File: src/rtl/param_seq_detector.sv
// Serial PAT_LEN-bit pattern detector with runtime reload, overlap select and saturating match count.
// y pulses one cycle after the completing bit is sampled; en=0 stalls sampling with history held.
module param_seq_detector #(
    parameter int                 PAT_LEN     = 4,
    parameter logic [PAT_LEN-1:0] RST_PATTERN = 4'b1011,
    parameter int                 CNT_W       = 8
) (
    input  logic               clk,
    input  logic               rst_n,
    input  logic               en,
    input  logic               x,
    input  logic               overlap,
    input  logic               cfg_load,
    input  logic [PAT_LEN-1:0] cfg_pattern,
    output logic               y,
    output logic [CNT_W-1:0]   match_cnt,
    output logic               cnt_sat
);

    localparam int            FW   = $clog2(PAT_LEN + 1);
    localparam logic [FW-1:0] FULL = FW'(PAT_LEN);

    typedef enum logic [1:0] {EMPTY, FILLING, ARMED} state_t;

    state_t             state;
    logic [PAT_LEN-1:0] pat;
    logic [PAT_LEN-1:0] hist;
    logic [PAT_LEN-1:0] hist_n;
    logic [FW-1:0]      fill;
    logic [FW-1:0]      fill_n;
    logic               match;

    // Once armed, the history window is full and stays full until flushed.
    always_comb begin
        hist_n = {hist[PAT_LEN-2:0], x};
        fill_n = (state == ARMED) ? FULL : fill + FW'(1);
        match  = (fill_n == FULL) && (hist_n == pat);
    end

    assign cnt_sat = &match_cnt;

    always_ff @(posedge clk or negedge rst_n) begin
        if (!rst_n) begin
            pat       <= RST_PATTERN;
            hist      <= '0;
            fill      <= '0;
            state     <= EMPTY;
            y         <= 1'b0;
            match_cnt <= '0;
        end else if (cfg_load) begin
            pat       <= cfg_pattern;
            hist      <= '0;
            fill      <= '0;
            state     <= EMPTY;
            y         <= 1'b0;
            match_cnt <= '0;
        end else if (en) begin
            y <= match;
            if (match) begin
                if (!cnt_sat) begin
                    match_cnt <= match_cnt + CNT_W'(1);
                end
                if (overlap) begin
                    hist  <= hist_n;
                    fill  <= FULL;
                    state <= ARMED;
                end else begin
                    hist  <= '0;
                    fill  <= '0;
                    state <= EMPTY;
                end
            end else begin
                hist  <= hist_n;
                fill  <= fill_n;
                state <= (fill_n == FULL) ? ARMED : FILLING;
            end
        end else begin
            y <= 1'b0;
        end
    end

endmodule

File: config.mk
export PLATFORM = sky130hd
export DESIGN_NAME = param_seq_detector
export DESIGN_NICKNAME = d
export VERILOG_FILES = /design/src/rtl/param_seq_detector.sv
export SDC_FILE = /design/constraint.sdc
export NUM_CORES = 1
export LEC_CHECK = 0
export CAP_MARGIN = 20
export CORE_ASPECT_RATIO = 1.1
export CORE_MARGIN = 2
export CORE_UTILIZATION = 25
export CTS_BUF_LIST = sky130_fd_sc_hd__clkbuf_16
export CTS_CLUSTER_DIAMETER = 150
export CTS_CLUSTER_SIZE = 10
export DETAILED_ROUTE_END_ITERATION = 10
export RECOVER_POWER = 50
export SYNTH_ARGS = -nofsm -noshare
export SYNTH_HDL_FRONTEND = slang
export SYNTH_SLANG_ARGS = --single-unit
File: constraint.sdc
create_clock -name clk -period 4.3 [get_ports clk]
set_input_delay 0.86 -clock clk [delete_from_list [all_inputs] [get_ports clk]]
set_output_delay 0.86 -clock clk [all_outputs]
set_load 0.01 [all_outputs]
==> parameters.txt <==
Parameter                              Value

Setup path
  Dominant delay contributor by cell family on the critical path    buffers and inverters
  Buffers and inverters on the worst path    1
  Largest driver fanout on the critical path    5
  Element type at the critical path start    flip-flop
  Critical-path top delay cell    clkdlybuf4s50_1
  Type of destination of the critical path    output pin
  Data arrival time of the critical path    1.76 ns
  Worst-case register-to-register setup slack    2.20 ns
  Required time at the endpoint of the critical path    3.44 ns
  Sequence of cells on the critical path    ha_1, nand3_1, nor2_1, clkdlybuf4s50_1
  Critical path type    reg -> out
  CP max stage delay    0.54 ns

Route
  Routed wire length per instance    13.1 um
  Post-route DRC violation count    0
  Number of vias per cell    4.73
  Routed wire length    2.27 mm
  DRT iter0 DRCs    29
  Pre-Repair DR Iteration Count    4
  Routed via count    818
  Antenna violation net count after detailed routing    0

Place
  HPWL after detailed placement    1.68 mm
  Routability congestion estimate from global placement    0.760
  Count of buffers inserted at the top-level ports    19

Synth
  Fraction of the yosys area taken by sequential cells    50.1%
  Number of library cell types mapped by synthesis    33
  Synthesis-stage register bit count    21
  Cell area after technology mapping    1060 um2
  Warnings from Yosys    0
  Post-Syn Instances    102
  Post-Syn Nets    114
  Syn Area/Cell    10.4 um2

Floorplan
  Die W    66.0 um
  Initial standard-cell utilization of the core    26.3%
  Count of boundary I/O pins    20
  Placement row count    24
  Area of the core    4020 um2
  Die area    4770 um2
  Height of the die    72.2 um

Finish
  Synthesis-to-layout area growth    29.5%
  # nets final    134
  Count of inserted antenna diode cells    0
  Layout cells sized above 1    9.92%
  Fill cell total of the finished layout    424

Clock network
  Resized cells post-CTS    0
  CTS H-Tree Depth    1
  CTS Root Buffer Type    clkbuf_16
  Later-pin clock latency in the skew report    0.25 ns
  Number of buffers inserted to repair setup after CTS    0
  Clock-pin transition on the worst setup and hold timing paths    0.05 ns
  Num CTS Buffers    3
  Clock sink count    21
  TritonCTS clock tree    built
  Cts hold-fix bufs    0
  Clock Tree Buf Depth    2

Timing
  F_max    381 MHz
  Total Negative Setup Slacks    0 ns
  Layout Skew    0.00403 ns
  Final number of hold-violating endpoints    0
  Crit share post-route    61.0%
  Max-slew violations    0
  Slew Limit Headroom    37.4%
  Slew at the pin closest to its max-slew limit    0.936 ns
  Setup repair after global routing missed its margin    no
  Shortest clock period the worst path allows after layout    2.62 ns
  Setup Viol. Count Final    0

Power
  Total power    439 uW
  Net load switching power    90.7 uW
  Proportion of power drawn by flip-flops and latches    48.2%
  Internal power    349 uW
  Leak    0.000542 uW
  Clk network pwr share    43.4%
  Max rail drop VDD    0.127 mV
  Power density normalized to cell area    321 nW/um2
  Switch share    20.7%
  Logic pwr share    8.3%

Global routing
  GRT Util Overall    10.6%
  Largest net degree at the start of global routing    23
  Via count of the first global-routing pass    858
  Antenna violations before repair    0
  Remaining Overflow, GRT    0
  First-pass GRT wire length    3.95 mm

Run
  Max Cap Violations    0

Worst hold path
  Type of the tightest min-delay check    reg -> reg

Run status
  Outcome    completed
## per-layer routing
| metal | wire (um) | GRT usage, % | vias to the layer above | share of wire (%) |
|---|---|---|---|---|
| met5 | 0 | 0 | - | 0 |
| met4 | 30 | 3.40 | 0 | 1.3 |
| met3 | 109 | 2.33 | 5 | 4.8 |
| met2 | 1130 | 18.2 | 19 | 50 |
| met1 | 994 | 13.3 | 389 | 44 |
| li1 | - | - | 405 | - |
## worst reg2reg max path: cells and delay by family, from the launching register on
kind                     cells  cell delay [ns]
AND/OR/NAND/NOR              2             0.75
AO/OA/AOI/OAI                2             0.50
flip-flops                   1             0.40
adder cells (fa/ha/maj)      1             0.24
XOR/XNOR                     1             0.14
## stage by stage
| stage | std cells | utilization, % | instance area (um2) | hold slack [ns] | worst slack [ns] |
|---|---|---|---|---|---|
| after floorplan | 102 | - | 1060 | 0.444 | 2.18 |
| after global placement | 169 | 32.1 | 1290 | 0.464 | 1.58 |
| after detailed placement | 169 | 32.1 | 1290 | 0.502 | 1.52 |
| after CTS | 173 | 34.0 | 1370 | 0.514 | 1.66 |
| after global routing | 173 | 34.0 | 1370 | 0.557 | 1.55 |
| final | 173 | 34.0 | 1370 | 0.519 | 1.68 |
## final cells by class
| cell class | count | area [um2] | share of cell area [%] |
|---|---|---|---|
| clock buffer | 3 | 75.1 | 5.48 |
| clock inverter | 1 | 3.75 | 0.274 |
| inverter | 3 | 11.3 | 0.823 |
| multi-input combinational | 74 | 494 | 36.1 |
| sequential | 21 | 529 | 38.7 |
| tap | 52 | 65.1 | 4.75 |
| timing repair buffer | 19 | 190 | 13.9 |
## synth_stat cells
library cell | number | share of area, %
mux2_2 | 4 | 4.3
nand2_1 | 8 | 2.8
a2111oi_0 | 1 | 0.83
o21ai_0 | 2 | 0.95
o41ai_1 | 1 | 0.83
inv_1 | 3 | 1.1
or3_4 | 1 | 1.1
ha_1 | 2 | 2.4
or3_1 | 2 | 1.2
mux2_1 | 1 | 1.1
nor2_1 | 12 | 4.3
and4_1 | 1 | 0.83
nor4_1 | 1 | 0.59
xnor2_1 | 7 | 5.8
nand4_1 | 4 | 2.4
o31a_1 | 1 | 0.83
a41o_1 | 1 | 0.95
dfrtp_1 | 18 | 43
nand3_1 | 4 | 1.9
o21ai_1 | 1 | 0.47
nor3_2 | 1 | 0.95
a311oi_1 | 2 | 1.7
clkbuf_1 | 1 | 0.35
a21oi_1 | 5 | 2.4
nor2b_1 | 2 | 1.2
nand2b_1 | 1 | 0.59
buf_6 | 1 | 1.1
dfstp_2 | 3 | 7.5
nor4b_1 | 1 | 0.83
mux2i_1 | 2 | 1.9
buf_1 | 2 | 0.71
nor3_1 | 3 | 1.4
a22o_1 | 3 | 2.5
## registers in the layout, indices dropped and copies added, names as in the netlist
| register | flops |
|---|---|
| hist | 3 |
| pat | 4 |
| state | 2 |
| y | 1 |
| match_cnt | 8 |
| fill | 3 |
## final timing paths
check	startpoint	cells after the start	endpoint
min	state[0]	2	state[0]
min in group asynchronous	rst_n	1	fill[2]
min reg2reg	state[0]	2	state[0]
max in group asynchronous	rst_n	1	state[0]
max	match_cnt[0]	4	cnt_sat
max reg2reg	fill[0]	6	match_cnt[4]
## cells in the final DEF, fill, tap and decap left out, types with 2 or more instances in the layout
| cell | n |
|---|---|
| a21oi_1 | 5 |
| a22o_1 | 3 |
| a311oi_1 | 2 |
| clkbuf_16 | 3 |
| clkdlybuf4s50_1 | 15 |
| dfrtp_1 | 18 |
| dfstp_2 | 3 |
| dlygate4sd3_1 | 4 |
| ha_1 | 2 |
| inv_1 | 4 |
| mux2_2 | 4 |
| mux2i_1 | 2 |
| nand2_1 | 8 |
| nand3_1 | 4 |
| nand4_1 | 4 |
| nor2_1 | 12 |
| nor2b_1 | 2 |
| nor3_1 | 3 |
| o21ai_0 | 2 |
| or3_1 | 2 |
| xnor2_1 | 7 |
## power by group through the flow
| stage | logic (uW) | clock network (uW) | registers, uW |
|---|---|---|---|
| 2_1_floorplan | 21.6 | 0 | 214 |
| 3_3_place_gp | 36.4 | 0 | 215 |
| 3_5_place_dp | 37.6 | 0 | 215 |
| 4_1_cts | 37.8 | 195 | 212 |
| 5_1_grt | 41.2 | 204 | 213 |
| 6_report | 36.6 | 191 | 212 |
## kinds of logic after synthesis
logic type	count (synthesis)	synth area share (%)
simple gates	41	20.0
flops	21	50.1
compound gates	17	11.4
xor+xnor	7	5.80
buf+inv	7	3.20
mux	7	7.22
fa+ha+maj	2	2.37
(Power assumes the default switching activity.)
